**config.mk**
```make
export PLATFORM = sky130hd
export DESIGN_NAME = controlador_ciclo
export DESIGN_NICKNAME = d
export VERILOG_FILES = /design/src/rtl/vinhovasf_pkg.sv /design/src/rtl/controlador_ciclo_temporizador.sv /design/src/rtl/controlador_ciclo.sv
export SDC_FILE = /design/constraint.sdc
export NUM_CORES = 1
export LEC_CHECK = 0
export ABC_AREA = 1
export BUFFER_PORTS_ARGS = -buffer_cell sky130_fd_sc_hd__buf_4
export CAP_MARGIN = 15
export CORE_AREA = 3 3 67 69
export CTS_CLUSTER_DIAMETER = 200
export CTS_CLUSTER_SIZE = 40
export DETAILED_ROUTE_END_ITERATION = 12
export DIE_AREA = 0 0 70 72
export PLACE_DENSITY = 0.62
export SYNTH_ARGS = -nofsm -noshare
export SYNTH_HDL_FRONTEND = slang
export SYNTH_SLANG_ARGS = --single-unit
```
**constraint.sdc**
```tcl
create_clock -name CLOCK -period 4.1 [get_ports CLOCK]
set_input_delay 0.41 -clock CLOCK [delete_from_list [all_inputs] [get_ports CLOCK]]
set_output_delay 0.41 -clock CLOCK [all_outputs]
set_load 0.02 [all_outputs]
```
**src/rtl/vinhovasf_pkg.sv**
```systemverilog
// Shared types and constants for the bottle-filling line cycle sequencer.
// State encoding, fault codes and default timing values live here.
package vinhovasf_pkg;

    typedef enum logic [3:0] {
        EST_PARADO        = 4'd0,
        EST_AVANCO        = 4'd1,
        EST_ENCHENDO      = 4'd2,
        EST_AGUARDA_ROLHA = 4'd3,
        EST_VEDANDO       = 4'd4,
        EST_INSPECAO      = 4'd5,
        EST_LACRANDO      = 4'd6,
        EST_DESCARTANDO   = 4'd7,
        EST_SAIDA         = 4'd8,
        EST_FALHA         = 4'd9
    } estado_t;

    localparam logic [1:0] FALHA_NENHUMA    = 2'd0;
    localparam logic [1:0] FALHA_ESTEIRA    = 2'd1;
    localparam logic [1:0] FALHA_ENCHIMENTO = 2'd2;
    localparam logic [1:0] FALHA_INSPECAO   = 2'd3;

    localparam int unsigned T_AVANCO_MAX_PAD   = 40;
    localparam int unsigned T_ENCHER_MAX_PAD   = 20;
    localparam int unsigned T_VEDAR_PAD        = 2;
    localparam int unsigned T_INSPECAO_MAX_PAD = 30;
    localparam int unsigned T_LACRE_PAD        = 2;

    function automatic int unsigned maior(input int unsigned a, input int unsigned b);
        return (a > b) ? a : b;
    endfunction

endpackage

```
**src/rtl/controlador_ciclo_temporizador.sv**
```systemverilog
// Per-state dwell counter: cleared whenever the FSM changes state, saturates at
// all-ones, and flags when the count equals the current state's terminal value.
module temporizador_estado #(
    parameter int unsigned W = 7
) (
    input  logic         clk,
    input  logic         rst,
    input  logic         limpa,
    input  logic [W-1:0] limite,
    output logic [W-1:0] contagem,
    output logic         fim
);

    always_ff @(posedge clk or posedge rst) begin
        if (rst) begin
            contagem <= '0;
        end else if (limpa) begin
            contagem <= '0;
        end else if (contagem != '1) begin
            contagem <= contagem + W'(1);
        end
    end

    assign fim = (contagem == limite);

endmodule

```
**src/rtl/controlador_ciclo.sv**
```systemverilog
// Central cycle sequencer: one Moore FSM ordering advance, fill, seal, inspect,
// stamp/discard and exit per bottle, with timeouts latched as fault codes.
module controlador_ciclo
    import vinhovasf_pkg::*;
#(
    parameter int unsigned T_AVANCO_MAX   = T_AVANCO_MAX_PAD,
    parameter int unsigned T_ENCHER_MAX   = T_ENCHER_MAX_PAD,
    parameter int unsigned T_VEDAR        = T_VEDAR_PAD,
    parameter int unsigned T_INSPECAO_MAX = T_INSPECAO_MAX_PAD,
    parameter int unsigned T_LACRE        = T_LACRE_PAD
) (
    input  logic       CLOCK,
    input  logic       RESET,
    input  logic       START,
    input  logic       GARRAFA_PRESENTE,
    input  logic       SENSOR_NIVEL,
    input  logic       ROLHAS_DISPONIVEIS,
    input  logic       PULSO_APROVADA,
    input  logic       PULSO_REPROVADA,
    input  logic       LOTE_COMPLETO,
    output logic       MOTOR_ATIVO,
    output logic       VALVULA_EV,
    output logic       VEDAR,
    output logic       EM_INSPECAO,
    output logic       LACRE,
    output logic       DESCARTE,
    output logic       DECREMENTA_ROLHA,
    output logic       INCREMENTA_GARRAFA,
    output logic       FALHA,
    output logic [1:0] CODIGO_FALHA,
    output logic [3:0] ESTADO
);

    localparam int unsigned T_MAIOR = maior(maior(maior(T_AVANCO_MAX, T_ENCHER_MAX),
                                                  maior(T_VEDAR, T_INSPECAO_MAX)), T_LACRE);
    localparam int unsigned TW = $clog2(T_MAIOR) + 1;

    estado_t       estado;
    estado_t       estado_prox;
    logic [1:0]    codigo;
    logic [1:0]    codigo_prox;
    logic [TW-1:0] contagem;
    logic [TW-1:0] limite;
    logic          fim;
    logic          primeiro;

    temporizador_estado #(
        .W(TW)
    ) u_temporizador (
        .clk      (CLOCK),
        .rst      (RESET),
        .limpa    (estado_prox != estado),
        .limite   (limite),
        .contagem (contagem),
        .fim      (fim)
    );

    assign primeiro = (contagem == '0);

    // Terminal count is T-1 so bounded states last at most T cycles.
    always_comb begin
        limite = '1;
        case (estado)
            EST_AVANCO, EST_SAIDA:          limite = TW'(T_AVANCO_MAX - 1);
            EST_ENCHENDO:                   limite = TW'(T_ENCHER_MAX - 1);
            EST_VEDANDO:                    limite = TW'(T_VEDAR - 1);
            EST_INSPECAO:                   limite = TW'(T_INSPECAO_MAX - 1);
            EST_LACRANDO, EST_DESCARTANDO:  limite = TW'(T_LACRE - 1);
            default:                        limite = '1;
        endcase
    end

    always_ff @(posedge CLOCK or posedge RESET) begin
        if (RESET) begin
            estado <= EST_PARADO;
            codigo <= FALHA_NENHUMA;
        end else begin
            estado <= estado_prox;
            codigo <= codigo_prox;
        end
    end

    always_comb begin
        estado_prox = estado;
        codigo_prox = codigo;
        if (!START) begin
            estado_prox = EST_PARADO;
        end else begin
            case (estado)
                EST_PARADO: begin
                    if (!LOTE_COMPLETO) estado_prox = EST_AVANCO;
                end
                EST_AVANCO: begin
                    if (GARRAFA_PRESENTE) begin
                        estado_prox = EST_ENCHENDO;
                    end else if (LOTE_COMPLETO) begin
                        estado_prox = EST_PARADO;
                    end else if (fim) begin
                        estado_prox = EST_FALHA;
                        codigo_prox = FALHA_ESTEIRA;
                    end
                end
                EST_ENCHENDO: begin
                    if (SENSOR_NIVEL) begin
                        estado_prox = ROLHAS_DISPONIVEIS ? EST_VEDANDO : EST_AGUARDA_ROLHA;
                    end else if (!GARRAFA_PRESENTE) begin
                        estado_prox = EST_AVANCO;
                    end else if (fim) begin
                        estado_prox = EST_FALHA;
                        codigo_prox = FALHA_ENCHIMENTO;
                    end
                end
                EST_AGUARDA_ROLHA: begin
                    if (ROLHAS_DISPONIVEIS) estado_prox = EST_VEDANDO;
                end
                EST_VEDANDO: begin
                    if (fim) estado_prox = EST_INSPECAO;
                end
                EST_INSPECAO: begin
                    if (PULSO_REPROVADA) begin
                        estado_prox = EST_DESCARTANDO;
                    end else if (PULSO_APROVADA) begin
                        estado_prox = EST_LACRANDO;
                    end else if (fim) begin
                        estado_prox = EST_FALHA;
                        codigo_prox = FALHA_INSPECAO;
                    end
                end
                EST_LACRANDO, EST_DESCARTANDO: begin
                    if (fim) estado_prox = EST_SAIDA;
                end
                EST_SAIDA: begin
                    if (!GARRAFA_PRESENTE) begin
                        estado_prox = LOTE_COMPLETO ? EST_PARADO : EST_AVANCO;
                    end else if (fim) begin
                        estado_prox = EST_FALHA;
                        codigo_prox = FALHA_ESTEIRA;
                    end
                end
                EST_FALHA: begin
                    estado_prox = EST_FALHA;
                end
                default: begin
                    estado_prox = EST_PARADO;
                end
            endcase
        end
        if (estado_prox == EST_PARADO) codigo_prox = FALHA_NENHUMA;
    end

    always_comb begin
        MOTOR_ATIVO        = 1'b0;
        VALVULA_EV         = 1'b0;
        VEDAR              = 1'b0;
        EM_INSPECAO        = 1'b0;
        LACRE              = 1'b0;
        DESCARTE           = 1'b0;
        DECREMENTA_ROLHA   = 1'b0;
        INCREMENTA_GARRAFA = 1'b0;
        FALHA              = 1'b0;
        case (estado)
            EST_AVANCO, EST_SAIDA: MOTOR_ATIVO = 1'b1;
            EST_ENCHENDO:          VALVULA_EV  = 1'b1;
            EST_VEDANDO: begin
                VEDAR            = 1'b1;
                DECREMENTA_ROLHA = primeiro;
            end
            EST_INSPECAO:          EM_INSPECAO = 1'b1;
            EST_LACRANDO: begin
                LACRE              = 1'b1;
                INCREMENTA_GARRAFA = primeiro;
            end
            EST_DESCARTANDO:       DESCARTE = 1'b1;
            EST_FALHA:             FALHA    = 1'b1;
            default:               ;
        endcase
    end

    assign CODIGO_FALHA = codigo;
    assign ESTADO       = estado;

endmodule

```
# Yosys cells after proc, flatten, opt, wreduce, memory -nomap -nowiden
# Index checks and enable logic that the tools add are counted.
# word_totals
regBits	13
wordCells	76
# op_classes
n_addsub	1
n_eq_ne	21
mux	41
reduce_logical	10
# op_table
cell	n
4-bit two-way mux	13
4-bit case mux with 9 select lines	1
7-bit case mux with 4 select lines	1
3-bit != test, second input constant	9
2-bit two-way mux	12
4-bit by 3-bit == test with 1-bit output, second input constant	4
7-bit two-way mux	2
11-bit AND reduction	1
1-bit two-way mux	10
4-bit by 2-bit == test with 1-bit output, second input constant	2
4-bit == test, second input constant	2
4-bit zero test	2
2-bit case mux with 4 select lines	1
7-bit by 1-bit adder with 7-bit output, second input constant	1
7-bit == test	1
7-bit zero test	1
7-bit != test, second input constant	1
5-bit nonzero test	1
4-bit by 1-bit == test with 1-bit output, second input constant	1
4-bit != test	1
2-bit nonzero test	2
2-bit OR reduction	2
3-bit two-way mux	1
3-bit OR reduction	1

# Logic depth before layout (Yosys ltp)
# logic_depth
word_depth	12
ltp_mapped	20
mapped_depth_nobuf	19

# By module
# From an unflattened synthesis, not the netlist that was laid out.
# hier_totals
cells_unflattened	224
area_unflattened_um2	1363.8
# by_module_without_submodules
mod	instances	cells_per_inst	area_each_um2	seq_area_each_um2
controlador_ciclo	1	160	895.9	150.1
temporizador_estado	1	64	467.9	175.2

# Worst setup path after synthesis
# Ideal clock, no wire load.
# synth_timing
path_kind	reg2reg
start	register estado[3] (netlist: ESTADO[3])
end	register u_temporizador.contagem[0]
arrival_time_ns	2.184
t_required_ns	4.029
setup_slack_ns	1.845
path_stages_with_launch	14
n_path_buf	0
synth_period_minus_slack_ns	2.255
cell_sequence	dfrtp_1 inv_2 nand2_2 nor3_1 nor2_1 nand4_1 nand2_1 nand2_2 nand2_2 nand2_1 nand2_1 nor2_4 nand3_4 nor2_2
# synth_between
elab_chain_len	11
word_cells_on_any_way	32
cone_classes	eq/ne (11); mux (16); reduce/logical (5)
# synth_lines
element	line	text
start, declared	controlador_ciclo.sv:38	estado_t estado;
start signal, assigned	controlador_ciclo.sv:78	estado <= estado_prox;
4-bit by 3-bit == test with 1-bit output, or another cell as far along	controlador_ciclo.sv:63, controlador_ciclo.sv:89	
3-bit OR reduction (no source line) / 2-bit OR reduction (equally long branches)	n/a	
7-bit case mux with 4 select lines	controlador_ciclo.sv:63	case (estado)
7-bit == test	controlador_ciclo_temporizador.sv:24	assign fim = (contagem == limite);
4-bit two-way mux	n/a	
4-bit two-way mux, on equally long branches	controlador_ciclo.sv:122, controlador_ciclo.sv:96, controlador_ciclo.sv:106	
4-bit two-way mux, on equally long branches	controlador_ciclo.sv:120, controlador_ciclo.sv:94, controlador_ciclo.sv:104	
4-bit case mux with 9 select lines	controlador_ciclo.sv:89	case (estado)
4-bit two-way mux	controlador_ciclo.sv:86	if (!START) begin
4-bit != test *	controlador_ciclo.sv:52	.limpa (estado_prox != estado),
7-bit two-way mux / 2-bit nonzero test (equally long branches)	n/a	
end signal, assigned	controlador_ciclo_temporizador.sv:20	contagem <= contagem + W'(1);
end, declared	controlador_ciclo_temporizador.sv:10	output logic [W-1:0] contagem,
# Every way passes the cells marked *; elsewhere a longest branch is shown, timed or not.
# A chain may end at the register's enable or synchronous reset.

# Final worst setup path
# layout_timing
start	register estado[0] (netlist: ESTADO[0])
end	register u_temporizador.contagem[1]
# The elaborated chain is that of the path after synthesis.

==> metrics.md <==
| Metric | Value |
|---|---|
| Transition at the pin with the smallest max-transition slack | between 0.4 and 0.5 ns |
| Proportion of synthesized chip area in sequential cells | approximately 25% |
| Chip Width | about 70 um |
| Post CTS Setup Buffer Count | 0 |
| Power Dens Cells | approximately 280 nW/um^2 |
| Smallest hold slack | just under 0.2 ns |
| Category of the critical setup timing path | reg -> reg |
| Area share of the largest cell type after synthesis | roughly 25% |
| Worst hold path type | in -> async |
| Estimated wirelength of the detail-placed design | approximately 2.7 mm |
| Largest fanout on the critical path | 9 |
| Sinks on Clock Net | 13 |
| Clock tree from TritonCTS | done |
| Post-detailed-route via-to-cell ratio | 4.76 |
| Pleak | roughly 0.78 nW |
| Final RePlAce weighted congestion | approximately 0.97 |
| Remaining antenna violation count | 0 |
| Net count reported at finish | between 200 and 250 |
| Worst EP arrival | 2.65 ns |
| Min Tclk post-route | approximately 2.5 ns |
| Total Routing Usage GR | 13.7% |
| Grt ovf | 0 |
| Largest vdd supply drop | about 0.17 mV |
| Max-slew headroom at the worst pin | about two thirds |
| Number of max-capacitance violations reported | 0 |
| Final setup fails | 0 |
| Starting Density | 32.5% |
| Setup clock skew after layout | 0.00180 ns |
| Wire length of the first global-routing pass | 5.58 mm |
| Initial DRC count | between 100 and 150 |
| Highest Clock Rate | between 400 and 500 MHz |
| Final total power | around 0.44 mW |
| Number of iterations in the first detailed-routing pass | 4 |
| Vias | 1248 |
| Max-slew violation total from the final report | 0 |
| Core Area | between 3000 and 4000 um^2 |
| Antenna diode count | 0 |
| CTS root buffer | sky130_fd_sc_hd__clkbuf_8 |
| Status | completed |
| Maximum number of buffers from clock root to sink | 2 |
| WL per Instance | ~12 um |
| Area of the mapped netlist | 1290 um^2 |
| Kind of start point of the critical path | register |
| Number of remaining DRC errors | 0 |
| FF+latch count, synth | 13 |
| Area growth, synth to finish | 20.4% |
| Die height | around 70 um |
| Later-pin clock latency in the skew report | approximately 0.24 ns |
| Number of gates given a new drive strength after cts | 0 |
| Leading area contributor after synthesis | sky130_fd_sc_hd__dfrtp_1 |
| Leading cell types by total area after synthesis | sky130_fd_sc_hd__dfrtp_1, sky130_fd_sc_hd__nand2_1, sky130_fd_sc_hd__inv_1 |
| Routed WL | approximately 3.2 mm |
| Quantity of hold-fixing buffers added after cts | 0 |
| Post-synth cell types | 36 |
| Number of global-route vias before repair | ~1.2k |
| Maximum number of pins on one net before global-route repair | 14 |
| Inserted Clock Buffers | 3 |
| CP Capture Type | register |
| Syn. warnings | 0 |
| Full die area | around 5000 um^2 |
| Final Cycle Share | between 60% and 70% |
| Number of rows in the core area | 23 |
| Cell count after synthesis | 187 |
| Synthesized netlist net count | 198 |
| Unrepaired setup endpoints after global routing | false |
| I/O pin count | 24 |
| Mean cell area of the mapped netlist | about 6.9 um^2 |
| Sum Neg Setup Slack | 0 ns |
| Number of H-tree levels | 1 |
| Required time at the worst-slack endpoint | 4.27 ns |
| Count of buffers from port buffering | 23 |
| Final hold violations | 0 |
| Initial antenna violation count | 0 |
| Clock edge transition at the registers on the reported setup and hold paths | approximately 0.05 ns |
| Ratio of cells with drive above 1 in the final layout | about a third |
==> flip-flops by register name, indices dropped and copies added (netlist names) <==
| name | cells |
|---|---|
| u_temporizador.contagem | 7 |
| ESTADO | 4 |
| CODIGO_FALHA | 2 |
==> synth_stat cells <==
cell type	instances
sky130_fd_sc_hd__clkinv_2	2
sky130_fd_sc_hd__nand2_1	43
sky130_fd_sc_hd__nand3_4	2
sky130_fd_sc_hd__buf_6	1
sky130_fd_sc_hd__nor2_8	1
sky130_fd_sc_hd__nand4_1	4
sky130_fd_sc_hd__xor2_1	3
sky130_fd_sc_hd__o221ai_1	1
sky130_fd_sc_hd__o21ai_1	3
sky130_fd_sc_hd__inv_1	19
sky130_fd_sc_hd__ha_1	2
sky130_fd_sc_hd__a21oi_1	4
sky130_fd_sc_hd__o22ai_1	1
sky130_fd_sc_hd__xnor2_1	1
sky130_fd_sc_hd__dfrtp_1	13
sky130_fd_sc_hd__nand2_8	1
sky130_fd_sc_hd__nor3_1	4
sky130_fd_sc_hd__nor2_2	11
sky130_fd_sc_hd__o31ai_1	1
sky130_fd_sc_hd__inv_4	1
sky130_fd_sc_hd__nand2_2	10
sky130_fd_sc_hd__nand3b_1	1
sky130_fd_sc_hd__nor2_4	5
sky130_fd_sc_hd__o311ai_0	1
sky130_fd_sc_hd__nand2_4	1
sky130_fd_sc_hd__o21ai_0	5
sky130_fd_sc_hd__nor2_1	18
sky130_fd_sc_hd__or3_1	2
sky130_fd_sc_hd__a21boi_0	1
sky130_fd_sc_hd__xor2_2	1
sky130_fd_sc_hd__nand3_2	1
sky130_fd_sc_hd__nor4_1	2
sky130_fd_sc_hd__inv_2	6
sky130_fd_sc_hd__buf_2	1
sky130_fd_sc_hd__nand3_1	13
sky130_fd_sc_hd__o21ai_2	1
==> cells by family (layout without fill, tap and decap cells) <==
logic type	after synthesis	after routing	share of synthesized area [%]
AND/OR/NAND/NOR	119	119	50.8
buffers and inverters	30	55	9.79
AO/OA/AOI/OAI	18	18	8.33
flip-flops	13	13	25.2
XOR/XNOR	5	5	3.97
adder cells (fa/ha/maj)	2	2	1.94
==> layer usage <==
layer	up-vias	part of all wire, %	track usage (%)	wire, um
met2	49	44	21.6	1420
met1	543	46	18.7	1490
met3	4	8.4	2.35	271
li1	652	-	-	-
met4	0	1.4	5.11	46
met5	-	0	0	0
==> cell type report <==
class / count / area, um^2
fill: 435 / 2420
multi-input combinational: 144 / 840
clock buffer: 4 / 45.0
timing repair buffer: 23 / 173
sequential: 13 / 325
tap: 50 / 62.6
inverter: 28 / 110
==> worst paths after layout <==
kind / startpoint / to / slack [ns] / cells after the start
max in group asynchronous: RESET / u_temporizador.contagem[0]$_DFFE_PP0P_ / 3.57 / 2
min: RESET / ESTADO[0]$_DFF_PP0_ / 0.20 / 2
max: ESTADO[0]$_DFF_PP0_ / u_temporizador.contagem[1]$_DFFE_PP0P_ / 1.62 / 18
min in group CLOCK: START / ESTADO[3]$_DFF_PP0_ / 0.47 / 3
max reg2reg: ESTADO[0]$_DFF_PP0_ / u_temporizador.contagem[1]$_DFFE_PP0P_ / 1.62 / 18
min reg2reg: CODIGO_FALHA[1]$_DFFE_PP0P_ / CODIGO_FALHA[1]$_DFFE_PP0P_ / 0.60 / 4
==> through the flow <==
step,instances,setup WS (ns),area [um^2],util [%]
after floorplan,187,1.85,1290,-
after global placement,258,1.63,1510,38.0
after detailed placement,258,1.62,1510,38.0
after CTS,262,1.60,1560,39.2
after global routing,262,1.36,1560,39.2
final,262,1.62,1560,39.2
==> worst max-delay path: stages (launching register included) <==
cell	delay, ns
sky130_fd_sc_hd__dfrtp_1	0.63
sky130_fd_sc_hd__inv_2	0.15
sky130_fd_sc_hd__nand2_2	0.16
sky130_fd_sc_hd__nor2_4	0.06
sky130_fd_sc_hd__nor2_8	0.10
sky130_fd_sc_hd__nand2_4	0.07
sky130_fd_sc_hd__nand2_2	0.06
sky130_fd_sc_hd__nand3_2	0.06
sky130_fd_sc_hd__nor2_2	0.15
sky130_fd_sc_hd__nand3_4	0.13
sky130_fd_sc_hd__nand2_1	0.08
sky130_fd_sc_hd__nand2_1	0.05
sky130_fd_sc_hd__nand2_1	0.05
sky130_fd_sc_hd__nand2_1	0.07
sky130_fd_sc_hd__nand2_1	0.13
sky130_fd_sc_hd__nand2_1	0.06
sky130_fd_sc_hd__nand2_1	0.12
sky130_fd_sc_hd__nand3_4	0.15
sky130_fd_sc_hd__nor2_2	0.11
==> cells in the final DEF (no fill, tap or decap), drive strengths merged, types with 9 or more instances in the layout <==
cell	instances
inv	26
o21ai	9
nand2	55
nor2	35
buf	23
nand3	16
dfrtp	13
==> where the power goes <==
part | switching (mW) | internal, mW
clock network | 0.0425 | 0.0684
logic | 0.102 | 0.0615
registers | 0.0211 | 0.143
Power figures use the tool's default switching activity.
